--- src/rtl/sdram_pkg.sv ---
// Shared encodings, FSM state type and byte helpers for the SDRAM host client.
package sdram_pkg;

  localparam logic [1:0] DS_HI   = 2'b10;
  localparam logic [1:0] DS_LO   = 2'b01;
  localparam logic [1:0] DS_WORD = 2'b11;

  typedef enum logic [1:0] {
    SYNC,
    IDLE,
    WAIT
  } state_e;

  // Even byte address maps to the high byte of the word (big-endian).
  function automatic logic [7:0] sel_byte(input logic [15:0] word, input logic lo);
    return lo ? word[7:0] : word[15:8];
  endfunction

  function automatic logic [1:0] byte_ds(input logic lo);
    return lo ? DS_LO : DS_HI;
  endfunction

endpackage

--- src/rtl/sdram_rdbuf.sv ---
// One-word read buffer: tag/valid/data, hit compare, byte select and posted-write merge.
module sdram_rdbuf
  import sdram_pkg::*;
#(
  parameter int unsigned BUF_EN = 1
) (
  input  logic        i_clk,
  input  logic        i_reset,
  input  logic        i_fill,
  input  logic [20:0] i_fill_tag,
  input  logic [15:0] i_fill_data,
  input  logic        i_wr,
  input  logic [21:0] i_wr_a,
  input  logic [7:0]  i_wr_d,
  input  logic [21:0] i_rd_a,
  output logic        o_hit,
  output logic [7:0]  o_byte
);

  logic        r_valid;
  logic [20:0] r_tag;
  logic [15:0] r_data;
  logic        w_wr_match;

  assign w_wr_match = r_valid && (r_tag == i_wr_a[21:1]);

  always_ff @(posedge i_clk) begin
    if (i_reset) begin
      r_valid <= 1'b0;
      r_tag   <= '0;
      r_data  <= '0;
    end else if (i_fill) begin
      r_valid <= 1'b1;
      r_tag   <= i_fill_tag;
      r_data  <= i_fill_data;
    end else if (i_wr && w_wr_match) begin
      // Keep the buffered copy coherent with the posted write.
      if (i_wr_a[0]) r_data[7:0]  <= i_wr_d;
      else           r_data[15:8] <= i_wr_d;
    end
  end

  assign o_hit  = (BUF_EN != 0) && r_valid && (r_tag == i_rd_a[21:1]);
  assign o_byte = sel_byte(r_data, i_rd_a[0]);

endmodule

--- src/rtl/sdram_client.sv ---
// Host-side initiator for the SDRAM controller toggle req/ack port: byte strobes to word
// transactions, one-word read buffer, posted writes and an ack timeout watchdog.
module sdram_client
  import sdram_pkg::*;
#(
  parameter int unsigned TIMEOUT = 64,
  parameter int unsigned BUF_EN  = 1
) (
  input  logic        i_clk,
  input  logic        i_reset,
  input  logic        i_host_rd,
  input  logic        i_host_wr,
  input  logic [21:0] i_host_a,
  input  logic [7:0]  i_host_din,
  output logic [7:0]  o_host_dout,
  output logic        o_host_valid,
  output logic        o_host_busy,
  output logic        o_err,
  output logic        o_port_req,
  input  logic        i_port_ack,
  output logic        o_port_we,
  output logic [20:0] o_port_a,
  output logic [1:0]  o_port_ds,
  output logic [15:0] o_port_d,
  input  logic [15:0] i_port_q
);

  localparam int unsigned CW = (TIMEOUT > 0) ? $clog2(TIMEOUT + 1) : 1;
  localparam logic [CW-1:0] CNT_MAX = CW'(TIMEOUT);

  state_e        r_state;
  logic          r_req;
  logic          r_we;
  logic [20:0]   r_a;
  logic [1:0]    r_ds;
  logic [15:0]   r_d;
  logic          r_lo;
  logic [7:0]    r_dout;
  logic          r_valid;
  logic          r_err;
  logic [CW-1:0] r_cnt;

  logic          w_done;
  logic          w_hit;
  logic [7:0]    w_buf_byte;
  logic          w_fill;
  logic          w_buf_wr;
  logic [CW-1:0] w_cnt_inc;

  assign w_done    = (i_port_ack == r_req);
  assign w_fill    = (r_state == WAIT) && w_done && !r_we;
  assign w_buf_wr  = (r_state == IDLE) && i_host_wr;
  assign w_cnt_inc = r_cnt + 1'b1;

  sdram_rdbuf #(
    .BUF_EN(BUF_EN)
  ) u_rdbuf (
    .i_clk      (i_clk),
    .i_reset    (i_reset),
    .i_fill     (w_fill),
    .i_fill_tag (r_a),
    .i_fill_data(i_port_q),
    .i_wr       (w_buf_wr),
    .i_wr_a     (i_host_a),
    .i_wr_d     (i_host_din),
    .i_rd_a     (i_host_a),
    .o_hit      (w_hit),
    .o_byte     (w_buf_byte)
  );

  // r_req is deliberately left out of reset so an in-flight toggle survives it.
  always_ff @(posedge i_clk) begin
    if (i_reset) begin
      r_state <= SYNC;
      r_we    <= 1'b0;
      r_a     <= '0;
      r_ds    <= '0;
      r_d     <= '0;
      r_lo    <= 1'b0;
      r_dout  <= '0;
      r_valid <= 1'b0;
      r_err   <= 1'b0;
      r_cnt   <= '0;
    end else begin
      r_valid <= 1'b0;
      unique case (r_state)
        SYNC: begin
          if (w_done) r_state <= IDLE;
        end
        IDLE: begin
          if (i_host_wr) begin
            r_we    <= 1'b1;
            r_a     <= i_host_a[21:1];
            r_ds    <= byte_ds(i_host_a[0]);
            r_d     <= {i_host_din, i_host_din};
            r_lo    <= i_host_a[0];
            r_cnt   <= '0;
            r_req   <= ~r_req;
            r_state <= WAIT;
          end else if (i_host_rd) begin
            if (w_hit) begin
              r_dout  <= w_buf_byte;
              r_valid <= 1'b1;
            end else begin
              r_we    <= 1'b0;
              r_a     <= i_host_a[21:1];
              r_ds    <= DS_WORD;
              r_d     <= {i_host_din, i_host_din};
              r_lo    <= i_host_a[0];
              r_cnt   <= '0;
              r_req   <= ~r_req;
              r_state <= WAIT;
            end
          end
        end
        WAIT: begin
          if (w_done) begin
            if (!r_we) begin
              r_dout  <= sel_byte(i_port_q, r_lo);
              r_valid <= 1'b1;
            end
            r_state <= IDLE;
          end else if ((TIMEOUT != 0) && (r_cnt != CNT_MAX)) begin
            // Counter saturates at TIMEOUT; a late ack still completes the access.
            r_cnt <= w_cnt_inc;
            if (w_cnt_inc == CNT_MAX) r_err <= 1'b1;
          end
        end
        default: r_state <= SYNC;
      endcase
    end
  end

  assign o_host_busy  = (r_state != IDLE);
  assign o_host_dout  = r_dout;
  assign o_host_valid = r_valid;
  assign o_err        = r_err;
  assign o_port_req   = r_req;
  assign o_port_we    = r_we;
  assign o_port_a     = r_a;
  assign o_port_ds    = r_ds;
  assign o_port_d     = r_d;

endmodule
--- config.mk ---
export PLATFORM = sky130hd
export DESIGN_NAME = sdram_client
export DESIGN_NICKNAME = d
export VERILOG_FILES = /design/src/rtl/sdram_pkg.sv /design/src/rtl/sdram_rdbuf.sv /design/src/rtl/sdram_client.sv
export SDC_FILE = /design/constraint.sdc
export NUM_CORES = 1
export LEC_CHECK = 0
export CAP_MARGIN = 20
export CORE_AREA = 3 3 151 80
export CTS_CLUSTER_DIAMETER = 100
export DETAILED_ROUTE_END_ITERATION = 8
export DIE_AREA = 0 0 154 83
export PLACE_DENSITY = 0.67
export SETUP_SLACK_MARGIN = 0.2
export SLEW_MARGIN = 20
export SYNTH_ARGS = -nofsm -noshare
export SYNTH_HDL_FRONTEND = slang
export SYNTH_SLANG_ARGS = --single-unit
export TNS_END_PERCENT = 5
--- constraint.sdc ---
create_clock -name i_clk -period 1.9 [get_ports i_clk]
set_input_delay 0.19 -clock i_clk [delete_from_list [all_inputs] [get_ports i_clk]]
set_output_delay 0.19 -clock i_clk [all_outputs]
set_load 0.03 [all_outputs]
==> results of run 1 <==
[sequential cells by signal (all words and copies together), names as in the netlist, 2 cells and up]
register	flops
o_port_a	21
u_rdbuf.r_tag	21
u_rdbuf.r_data	16
o_host_dout	8
o_port_d	8
r_cnt	7
o_port_ds	2
r_state	2
[tightest hold or removal path, cell delays in order]
cell	delay, ns
dlymetal6s2s_1	0.12
mux2i_1	0.08
nor2_1	0.09
[cell families after synthesis]
logic type	count (synthesis)	synth area share, %
compound gates	114	16.6
xor+xnor	23	4.81
buf+inv	53	6.06
simple gates	153	17.2
fa+ha+maj	6	1.79
flops	91	43.7
mux	41	9.82
[stage by stage]
stage / utilization, % / total power [uW] / hold WS [ns] / worst slack [ns]
floorplan: - / 3820 / 0.337 / 0.0200
global placement: 51.5 / 4830 / 0.441 / -0.397
detailed placement: 51.5 / 4840 / 0.452 / -0.416
CTS: 56.9 / 6930 / 0.201 / -0.00597
global route: 58.4 / 7370 / 0.197 / -0.181
finish: 58.4 / 7010 / 0.169 / -0.0777
[final cells by class]
| cell class | count | area (um2) | area share, % |
|---|---|---|---|
| multi-input combinational | 337 | 2390 | 37.8 |
| sequential | 91 | 1850 | 29.1 |
| timing repair buffer | 151 | 1550 | 24.5 |
| clock buffer | 10 | 239 | 3.77 |
| tap | 145 | 181 | 2.87 |
| clock inverter | 6 | 68.8 | 1.09 |
| inverter | 14 | 52.6 | 0.830 |
[worst max-delay path by stage]
stage,start,cells after the start,slack (ns),endpoint
after floorplan,o_port_req,6,0.02,r_cnt[3]
after global placement,i_host_a[21],10,-0.40,o_port_a[10]
after detailed placement,i_host_a[4],9,-0.42,r_cnt[4]
after CTS,u_rdbuf.r_tag[7],9,-0.006,r_cnt[4]
after global routing,u_rdbuf.r_tag[20],10,-0.18,o_port_d[7]
final,i_host_a[12],10,-0.08,o_port_d[7]
[what timing repair did]
action | 4_1_cts | 5_1_grt
pin swaps | 53 | 28
endpoints found under the setup margin | 91 | 92
setup buffers | 3 | 3
gates cloned | 1 | 0
gates resized for setup | 61 | 34
hold endpoints to repair | 0 | 0
[cells in the mapped netlist (2+ instances only)]
cell type	count
nand4_1	20
a211o_1	3
nand2_1	50
a211oi_1	9
mux2i_1	40
nor3_1	7
a21oi_1	57
and3_1	2
ha_1	6
buf_2	2
o21ai_0	12
a31oi_2	2
inv_1	13
or3_1	2
nand3_1	11
xnor2_1	19
nor2b_1	8
buf_4	12
a22oi_1	16
o41ai_1	3
xor2_1	4
clkbuf_1	23
a31oi_1	5
dfxtp_1	90
nor2_1	45
[routing by layer]
metal  global-route usage (%)  vias up
li1                         -     1941
met1                     24.0     1771
met2                     29.4       78
met3                     4.22       10
met4                     4.49        0
met5                        0        -
[power by group through the flow]
stage	Clock, uW	Sequential [uW]	Combinational [uW]
final	1840	2310	2870
after global routing	1950	2330	3090
after CTS	1880	2300	2750
after detailed placement	0	2320	2520
after global placement	0	2320	2510
after floorplan	0	2570	1240
==> key figures, run 1 <==
Route
  • Drt total wl: roughly 11 mm
  • Met1 WL: 5.28 mm
  • Post-DR vias/cell: approximately 5.0
  • Top sig layer: met4
  • DRC viols: 0
  • Initial drt markers: 202
  • Metal3 WL: between 600 and 700 um
  • DR WL/cell: around 15 um
  • Met2 wire len: 5.35 mm
  • Detailed Routing Iterations Pass 1: 4
  • Via count: 3800
  • Post-route ant nets: 0

STA
  • RSZ-0062 raised after global routing: true
  • Slew @ Worst Pin: about 0.6 ns
  • Slew HR: ~60%
  • Final period utilization: 104%
  • FMAX: about 510 MHz
  • Final WS setup: -0.0777 ns
  • Final setup fails: 24
  • Fin. max-slew vios: 0
  • Setup TNS: -0.669 ns
  • Fin. Hold Viols: 0
  • Skew final: roughly 0.011 ns
  • Period minus WS final: 1.98 ns

Power
  • Combinational Power Share: 40.9%
  • Clock share of power: 26.3%
  • Switch Pwr: ~2500 uW
  • Worst vdd ir: about 0.59 mV
  • Switching Share: between 30% and 40%
  • Cell Pwr Density: between 1000 and 1500 mW/mm2
  • Internal power: between 4000 and 5000 uW
  • Leakage power: about 0.0022 uW
  • Share of power burned in registers: around 33%

Worst setup path
  • Critical path endpoint category: flop
  • WP data required: about 2.1 ns
  • Critical-path top delay cell: clkdlybuf4s50_1
  • Reg2Reg Depth: 9
  • CP arrival: 2.21 ns
  • Setup Crit Path Kind: in -> reg
  • R2r setup slk: -0.06 ns
  • Reg2Reg Capture Point: o_port_d[7]
  • Critical path fanouts, max: 8
  • CP Launch Type: primary input
  • Crit-path cells: clkdlybuf4s50_1 > xnor2_2 > nand4_1 > nor4_4 > buf_6 > a31oi_4 > buf_6 > buf_16 > mux2i_1 > nor2_1
  • CP delay by family, top: buffers and inverters
  • Reg2reg start: u_rdbuf.r_tag[14]
  • Peak per-stage delay on the critical path: ~0.52 ns
  • Sum of buffers and inverters on the critical path: 4
  • Critical path's most frequent cell: buf_6

CTS
  • H-tree depth: 3
  • Worst-Skew Late Latency: 0.35 ns
  • Root buffer cell: clkbuf_16
  • Inserted Clock Buffers: 9
  • Clock Pin Slew Worst Setup and Hold Paths: roughly 0.070 ns
  • CTS tree: built
  • Clk buf depth: 2
  • Hold buffer count at cts: 0
  • Clock Sinks: 91

Floorplan
  • Die width: between 150 and 200 um
  • Die Height: roughly 83 um
  • IO Pins: 103
  • Die area: ~0.013 mm2
  • Initial core utilization: between 30% and 40%
  • Placeable Area: roughly 0.011 mm2
  • Row count: 27

GRT
  • Initial antenna violation count: 0
  • Tot GR Track Use: between 10% and 20%
  • Largest net degree at the start of global routing: 50
  • First-pass GRT wire length: ~19 mm
  • Vias in the first global route: 3732
  • Total gr overflow: 0

Logic synthesis
  • Mapped Cells: between 400 and 500
  • Synth Area per Inst: between 8 and 9 um2
  • Post-Syn Area: ~0.0042 mm2
  • Seq cells post-synth: about 90
  • Post-synth top area share: a little over two fifths
  • Register area share after synthesis: a little over two fifths
  • Synthesized Nets: roughly 540
  • Biggest area consumer among synthesized cells: dfxtp_1
  • Syn. warnings: 0
  • Post-synth top flop: dfxtp_1
  • Post-synthesis cell type count: 45
  • EDFF count, synth: 1
  • Area contributors post-synth: dfxtp_1, mux2i_1, a21oi_1, nand2_1, nor2_1
  • Async SR Flop Fraction: 0%

Final layout
  • Commonest non-fill, non-tap cell in the layout: clkdlybuf4s50_1
  • ANT cells: 0
  • Post-route cell area: 0.00633 mm2
  • Fillers: between 900 and 1000
  • Most frequent cells in the layout: clkdlybuf4s50_1, dfxtp_1, a21oi_1, nand2_1, nor2_1
  • Fraction of layout cells with a size suffix above 1: between 20% and 30%
  • Nets: between 600 and 700
  • Area Overhead vs Synth: 51.1%
  • Fin cells: between 700 and 800

Min path
  • Hold WC Path Type: in -> reg
  • Hold path depth: 3
  • Worst hold endpoint: o_port_a[7]
  • Hold path startpoint: i_host_a[8]

Run status
  • Failing checks: negative setup slack
  • Status: finished with violations

Place
  • IO Port Bufs: approximately 100
  • # placed instances: between 700 and 800
  • Placed inst area: about 0.0056 mm2
  • Post-DP HPWL: 7.93 mm
  • Final GP Congestion: just over 0.8

Run
  • Max-Cap Viols: 0
No activity file was read; power rests on OpenSTA's default activity.
==> run 2: changes to the inputs <==
--- a/config.mk
+++ b/config.mk
@@ -5,8 +5,9 @@
 export SDC_FILE = /design/constraint.sdc
 export NUM_CORES = 1
 export LEC_CHECK = 0
-export CAP_MARGIN = 20
+export CAP_MARGIN = 5
 export CORE_AREA = 3 3 151 80
+export CTS_BUF_LIST = sky130_fd_sc_hd__clkbuf_4 sky130_fd_sc_hd__clkbuf_8
 export CTS_CLUSTER_DIAMETER = 100
 export DETAILED_ROUTE_END_ITERATION = 8
 export DIE_AREA = 0 0 154 83
==> run 2 against run 1 <==
Against the previous run:
- the flow still finishes with violations (negative setup slack)
- sequential share of layout area rose by 0.060 points
- critical path depth rose by 1
- clock power fell by 26%
- setup slack got worse by 0.0060 ns
- worst hold slack improved by 0.0048 ns
- routed wire length rose by 1.5%
- clock-buffer cell count did not move
- core utilization fell by 0.081 points
- largest power group unchanged
- critical path type unchanged
- non-clock buffer count did not move
- power fell by 6.4%
- register-to-register slack got worse by 0.02 ns
==> key figures, run 2 (synthesis results as in run 1) <==
Final layout
  • Commonest non-fill, non-tap cell in the layout: clkdlybuf4s50_1
  • Fin cells: ~750
  • ANT cells: 0
  • Area Overhead vs Synth: 50.9%
  • Fillers: between 900 and 1000
  • Post-route cell area: about 0.0063 mm2
  • Register Area: 0.00185 mm2
  • Area of the multi-input gates: 0.00249 mm2
  • Nets: ~660
  • Most frequent cells in the layout: clkdlybuf4s50_1, dfxtp_1, a21oi_1, nor2_1, mux2i_1
  • Fraction of layout cells with a size suffix above 1: ~25%

STA
  • Fin. Hold Viols: 0
  • Final period utilization: 104%
  • Final WS setup: -0.0838 ns
  • Final setup fails: 35
  • Slew @ Worst Pin: around 0.57 ns
  • Period minus WS final: roughly 2.0 ns
  • Fin. max-slew vios: 0
  • Skew final: 0.0141 ns
  • RSZ-0062 raised after global routing: true
  • FMAX: 504 MHz
  • Slew HR: about three fifths

Route
  • Detailed Routing Iterations Pass 1: 4
  • Drt total wl: 11.6 mm
  • Post-DR vias/cell: slightly above 5
  • DRC viols: 0
  • Via count: between 3000 and 4000
  • DR WL/cell: between 15 and 20 um
  • Initial drt markers: around 240
  • Post-route ant nets: 0

Min path
  • Hold WC Path Type: in -> reg
  • Hold path depth: 2
  • Worst hold endpoint: o_err
  • Hold path startpoint: i_reset

Worst setup path
  • Crit-path cells: clkdlybuf4s50_1 > xor2_2 > nor4_2 > and3_1 > buf_6 > buf_6 > a31oi_4 > buf_6 > buf_16 > mux2i_1 > nor2_1
  • CP delay by family, top: buffers and inverters
  • Critical path endpoint category: flop
  • R2r setup slk: -0.08 ns
  • CP arrival: 2.25 ns
  • Reg2Reg Capture Point: o_port_d[7]
  • Critical path fanouts, max: 8
  • Setup Crit Path Kind: in -> reg
  • Reg2reg start: u_rdbuf.r_tag[20]
  • Peak per-stage delay on the critical path: between 0.4 and 0.5 ns
  • Sum of buffers and inverters on the critical path: 5
  • CP Launch Type: primary input
  • Critical-path top delay cell: clkdlybuf4s50_1
  • WP data required: ~2.2 ns
  • Critical path's most frequent cell: buf_6
  • Reg2Reg Depth: 10

CTS
  • Clk buf depth: 2
  • Root buffer cell: clkbuf_8
  • H-tree depth: 3
  • Clock Sinks: around 90
  • Worst-Skew Late Latency: 0.37 ns
  • Inserted Clock Buffers: 9
  • CTS tree: built
  • Clock Pin Slew Worst Setup and Hold Paths: around 0.090 ns

Floorplan
  • Row count: 27
  • Die area: about 0.013 mm2
  • Die Height: 83 um
  • IO Pins: roughly 100
  • Initial core utilization: about 39%
  • Die width: roughly 150 um
  • Placeable Area: between 0.01 and 0.015 mm2

Power
  • Leakage power: approximately 0.0023 uW
  • Cell Pwr Density: between 1000 and 1500 mW/mm2
  • Worst vdd ir: 0.456 mV

GRT
  • Largest net degree at the start of global routing: 50
  • Initial antenna violation count: 0
  • First-pass GRT wire length: around 19 mm
  • Vias in the first global route: between 3000 and 4000
  • Tot GR Track Use: between 10% and 20%
  • Total gr overflow: 0

Place
  • # placed instances: between 700 and 800
  • Placed inst area: roughly 0.0056 mm2
  • Post-DP HPWL: between 7 and 8 mm
  • Final GP Congestion: just over 0.8
  • IO Port Bufs: roughly 100

Run status
  • Status: finished with violations
  • Failing checks: negative setup slack

Run
  • Max-Cap Viols: 0
==> run 2: cell count changes in the layout (fill, tap and decap cells not counted), moves of 4 or more <==
cell,change
nand2_1,-20
a21oi_1,-4
clkbuf_8,+9
clkbuf_16,-9
nand2_2,+17
==> run 2: worst max-delay path by stage <==
stage / startpoint / endpoint / slack [ns] / cells after the start
final: i_host_a[21] / o_port_d[7] / -0.08 / 11
after global routing: u_rdbuf.r_tag[20] / o_port_d[7] / -0.21 / 10
after CTS: u_rdbuf.r_tag[7] / r_cnt[4] / -0.01 / 9
after detailed placement: i_host_a[4] / r_cnt[4] / -0.42 / 9
after global placement: i_host_a[21] / o_port_a[10] / -0.40 / 10
after floorplan: o_port_req / r_cnt[3] / 0.02 / 6
==> run 2: area by class of cell <==
class                   instances  area share (%)
well taps                     145            2.87
flip-flops and latches         91            29.2
clock buffers                  10            2.18
clock inverters                 6            1.09
inverters                      14           0.831
multi-input cells             337            39.3
repair buffers                151            24.5
==> run 2: through the flow <==
stage,hold slack (ns),setup TNS (ns),setup slack (ns),total power [uW],utilization (%)
global placement,0.441,-23.76,-0.397,4830,51.5
CTS,0.171,-0.0257,-0.0142,6470,56.5
floorplan,0.337,0,0.0200,3820,-
detailed placement,0.452,-23.97,-0.416,4840,51.5
finish,0.174,-1.45,-0.0838,6570,58.3
global route,0.202,-6.79,-0.207,6940,58.3
==> run 2: what timing repair did <==
action | 4_1_cts | 5_1_grt
pin swaps | 88 | 41
cloned | 1 | 0
setup endpoints to repair | 92 | 96
hold buffers | 0 | 0
buffers inserted | 3 | 3
resized for setup | 83 | 42
==> run 2: power by group <==
part | internal, uW | switching (uW) | leakage (uW)
sequential | 2130 | 193 | 0.000744
combinational | 1370 | 1510 | 0.00145
clock | 656 | 718 | 0.000104
==> run 2: routing by layer <==
| metal | track usage [%] | vias to the layer above | part of all wire, % |
|---|---|---|---|
| li1 | - | 1932 | - |
| met3 | 4.22 | 9 | 3.9 |
| met2 | 29.7 | 68 | 48 |
| met5 | 0 | - | 0 |
| met1 | 24.2 | 1807 | 47 |
| met4 | 4.49 | 0 | 0.97 |
==> run 3: changes to the inputs <==
--- a/config.mk
+++ b/config.mk
@@ -13,6 +13,7 @@
 export DIE_AREA = 0 0 154 83
 export PLACE_DENSITY = 0.67
 export SETUP_SLACK_MARGIN = 0.2
+export SKIP_CTS_REPAIR_TIMING = 1
 export SLEW_MARGIN = 20
 export SYNTH_ARGS = -nofsm -noshare
 export SYNTH_HDL_FRONTEND = slang
==> run 3 against run 2 <==
Against the previous run:
- the flow still finishes with violations (negative setup slack)
- clock power hardly changed
- flip-flop and latch count stayed put
- non-clock buffer count is 1 lower
- via count is 0.42% lower
- setup slack better by 0.0026 ns
- routed wire length is 2.2% lower
- die area stayed put
- clock-buffer cell count stayed put
- cell count is 0.13% lower
- critical endpoint is now r_cnt[4]
==> key figures, run 3 (synthesis results as in run 1) <==
Run status
  • Status: finished with violations
  • Failing checks: negative setup slack

Min path
  • Hold WC Path Type: in -> reg

Worst setup path
  • WP data required: 2.16 ns
  • CP delay by family, top: simple AND/OR/NAND/NOR gates
  • Critical path fanouts, max: 7
  • CP arrival: 2.24 ns
  • Crit-path cells: xor2_1 > nor4_2 > and3_1 > buf_6 > buf_4 > a31oi_4 > buf_4 > a211o_1 > o41ai_1
  • Critical-path top delay cell: dfxtp_2
  • Critical path endpoint category: flop
  • CP Launch Type: flop
  • Critical path's most frequent cell: buf_4
  • Peak per-stage delay on the critical path: approximately 0.33 ns
  • Sum of buffers and inverters on the critical path: 3
  • Setup Crit Path Kind: reg -> reg

Floorplan
  • Initial core utilization: 38.7%
  • Die width: ~150 um
  • Placeable Area: 0.0108 mm2
  • IO Pins: 103
  • Row count: 27
  • Die Height: 83 um
  • Die area: between 0.01 and 0.015 mm2

GRT
  • Tot GR Track Use: approximately 17%
  • Met3 GRT Util: ~4.3%
  • Met1 Use GR: 22.8%
  • Largest net degree at the start of global routing: 50
  • Initial antenna violation count: 0
  • Busiest grt layer: met2
  • GR met2 Demand/Resource: between 20 and 30%
  • Total gr overflow: 0
  • Vias in the first global route: around 3700
  • First-pass GRT wire length: 18.2 mm

Power
  • Leakage power: roughly 0.0021 uW
  • Combinational Power Share: a little over two fifths
  • Cell Pwr Density: around 1100 mW/mm2
  • Share of power burned in registers: a little over a third
  • Switch Pwr: approximately 2300 uW
  • Internal power: 4080 uW
  • Worst vdd ir: 0.440 mV
  • Clock share of power: a little over a fifth
  • Switching Share: 36.5%
  • Post-route total power: ~6400 uW

CTS
  • Root buffer cell: clkbuf_8
  • Clock Sinks: around 90
  • Worst-Skew Late Latency: 0.37 ns
  • CTS tree: built
  • H-tree depth: 3
  • Clock Pin Slew Worst Setup and Hold Paths: roughly 0.09 ns
  • Inserted Clock Buffers: 9
  • Clk buf depth: 2

Place
  • IO Port Bufs: roughly 100
  • Setup WS pre-CTS: -0.416 ns
  • Final GP Congestion: around 0.83
  • Post-DP HPWL: about 7.9 mm

Final layout
  • Nets: 660
  • Util after Layout: between 50 and 60%
  • Area Overhead vs Synth: 43.7%
  • Fraction of layout cells with a size suffix above 1: 16.8%
  • Most frequent cells in the layout: clkdlybuf4s50_1, dfxtp_1, a21oi_1, nor2_1, nand2_1
  • ANT cells: 0
  • Commonest non-fill, non-tap cell in the layout: clkdlybuf4s50_1

Route
  • Initial drt markers: between 200 and 250
  • Drt total wl: ~11 mm
  • DR WL/cell: 15.0 um
  • Post-route ant nets: 0
  • Via count: between 3000 and 4000
  • DRC viols: 0
  • Detailed Routing Iterations Pass 1: 5
  • Post-DR vias/cell: slightly above 5

Run
  • Max-Cap Viols: 0

STA
  • Final Hold Slack: 0.172 ns
  • Skew final: around 0.013 ns
  • Period minus WS final: 1.98 ns
  • Fin. max-slew vios: 0
  • Final period utilization: 104%
  • Setup TNS: -1.38 ns
  • FMAX: 505 MHz
  • Final setup fails: 34
  • RSZ-0062 raised after global routing: true
  • Slew HR: just under 60%
  • Final WS setup: -0.0811 ns
  • Fin. Hold Viols: 0
  • Slew @ Worst Pin: 0.601 ns
run 3: cell types whose count changed in the layout (fill, tap and decap cells not counted), sizes merged:
| cell | change |
|---|---|
| dlygate4sd2 | -3 |
| clkdlybuf4s50 | +5 |
| dlymetal6s2s | -2 |
| buf | -4 |
| clkbuf | +3 |
run 3: worst register-to-register path, cell delays in order (launching register included):
cell and delay, ns:
dfxtp_2 0.33, xor2_1 0.16, nor4_2 0.31, and3_1 0.21, buf_6 0.13, buf_4 0.12, a31oi_4 0.11, buf_4 0.16
a211o_1 0.26, o41ai_1 0.07
run 3: power by group through the flow:
stage	Combinational (uW)	Sequential [uW]	Clock (uW)
after floorplan	1240	2570	0
after global placement	2510	2320	0
after detailed placement	2520	2320	0
after CTS	2530	2280	1400
after global routing	2970	2330	1480
final	2750	2300	1370
run 3: metal layers:
metal,up-vias,routed length (um)
met2,72,5310
met1,1793,5360
met5,-,0
met3,8,523
li1,1927,-
met4,0,114
run 3: per-stage QoR:
step / cells / area [um2]
floorplan: 481 / 4200
global placement: 731 / 5590
detailed placement: 731 / 5590
CTS: 747 / 5790
global route: 753 / 6020
finish: 753 / 6020
run 3: final timing paths:
path                    startpoint                to  slack, ns  depth (start not counted)
setup / recovery  u_rdbuf.r_tag[7]          r_cnt[4]      -0.08                          9
hold / removal             i_reset             o_err       0.17                          2
setup reg to reg  u_rdbuf.r_tag[7]          r_cnt[4]      -0.08                          9
hold reg to reg   u_rdbuf.r_tag[7]  u_rdbuf.r_tag[7]       0.46                          2
run 3: area by class of cell:
class	count	area [um2]
timing repair buffer	150	1500
clock buffer	10	138
tap	145	181
inverter	14	52.6
fill	992	4820
sequential	91	1840
clock inverter	6	68.8
multi-input combinational	337	2240
==> RTL change, RTL diff (config.mk and constraints of run 3) <==
The 3 states of `state_e` get a one-hot encoding in 3 bits.
--- a/src/rtl/sdram_pkg.sv
+++ b/src/rtl/sdram_pkg.sv
@@ -6,8 +6,8 @@
   localparam logic [1:0] DS_WORD = 2'b11;
 
-  typedef enum logic [1:0] {
-    SYNC,
-    IDLE,
-    WAIT
+  typedef enum logic [2:0] {
+    SYNC = 3'b001,
+    IDLE = 3'b010,
+    WAIT = 3'b100
   } state_e;
 
Behaviour: no difference found for any inputs over 4 cycles, from zero or initial values and one cycle with i_reset high; so few cycles prove little.
==> RTL change against run 3 <==
The run still ends with setup timing left. Wire length increased by 13%. First-iteration DRC count increased by 61%. Area after synthesis increased by 7.6%. Die area unchanged. Sequential cell count increased by 1. Cell area increased by 6.4%. Worst setup slack got worse by 0.18 ns. Fmax decreased by 8.2%. Critical endpoint is now o_port_d[13]. Largest cell class unchanged. Highest routed layer unchanged.
Power is not compared: it rests on default switching activity, and its combinational part moved more than twofold at a synthesized area within 25%.
==> RTL change: results (changes against run 3) <==
grt_pass1_wl_um: 20290  # +11%
ys_types: 53  # +18%
status: "finished, violations left"
wirelength_um: 12800  # +13%
syn_nets: 576  # +7.1%
setup_viol: 59  # +74%
place_ws_ns: -0.6779  # -0.2622 ns
placed_area_um2: 5934  # +6.2%
synthTopCellsByArea: "dfxtp_1 (40%), a21oi_1 (8.1%), or3b_2 (5.8%)"
fillers: 960  # -3.2%
max-slew-margin-rel: 0.6037  # +0.008264
grtUsageTotal: 0.1924  # +0.02017
gp_congestion: 0.8666  # +5.0%
postSynthAreaPerCell_um2: 8.624  # -1.0%
layout-drive-gt1-share: 0.2427  # +0.07494
routed_via_density: 5.396  # +6.9%
drt-initial-drc-count: 362  # +61%
fin_worst_skew_ns: 0.008720  # -0.003791 ns
violations: "setup timing"
dp_cells: 771  # +5.5%
nNetsFinal: 699  # +5.9%
dp_hpwl_um: 9010  # +14%
synth_common_cells: "dfxtp_1 (91), a21oi_1 (73), nand2_1 (51)"
grt_max_degree: 52  # +4.0%
cp.required_ns: 2.13  # -0.03 ns
grt_pass1_vias: 4114  # +12%
layout_setup_ws_ns: -0.2585  # -0.1774 ns
==> RTL change: cell count changes after synthesis, sizes merged, moves of 5 or more <==
cell	change
a211oi	+11
a21oi	+16
clkbuf	+9
mux2i	-39
nand3	+9
nand4	-12
nor2	-29
nor2b	+10
o21ai	+24
o41ai	+5
or3b	+31
or4b	+8
xnor2	-8
xor2	+9
==> RTL change: kinds of logic after synthesis <==
logic type      share of synthesized area
simple gates                       0.2499
compound gates                     0.2289
flops                              0.4105
buf+inv                           0.05631
xor+xnor                          0.04660
fa+ha+maj                        0.005547
mux                              0.002219
==> RTL change: area by class of cell <==
type,instances,area share
Tap cell,145,0.02831
Timing Repair Buffer,160,0.2453
Clock buffer,13,0.02597
Inverter,9,0.005272
Clock inverter,3,0.006835
Sequential cell,92,0.2902
Multi-Input combinational cell,374,0.3982
==> RTL change: critical path, stage by stage <==
cell	delay [ns]
clkdlybuf4s50_1	0.47
xor2_2	0.21
a2111oi_4	0.43
nand2_2	0.16
nor4_4	0.40
buf_6	0.21
clkbuf_16	0.15
or3b_2	0.11
a21oi_1	0.06
==> RTL change: power by group <==
part           switching [mW]  internal, mW
registers              0.0148          1.94
clock network           0.682         0.712
logic                   0.184         0.195
==> RTL change: path summary, 6_finish.rpt <==
path,end,slack (ns),startpoint,cells after the start
setup reg to reg,o_port_d[13],-0.25,u_rdbuf.r_tag[1],8
hold / removal,o_err,0.20,i_reset,2
hold reg to reg,u_rdbuf.r_tag[3],0.46,o_port_a[3],2
setup / recovery,o_port_d[13],-0.26,i_host_a[15],9
==> RTL change: layer usage <==
layer / vias to the layer above / GRT usage / part of all wire
met5: - / 0 / 0
met1: 2026 / 0.2626 / 0.48
met4: 0 / 0.06010 / 0.019
li1: 2115 / - / -
met3: 19 / 0.04164 / 0.051
met2: 135 / 0.3050 / 0.45
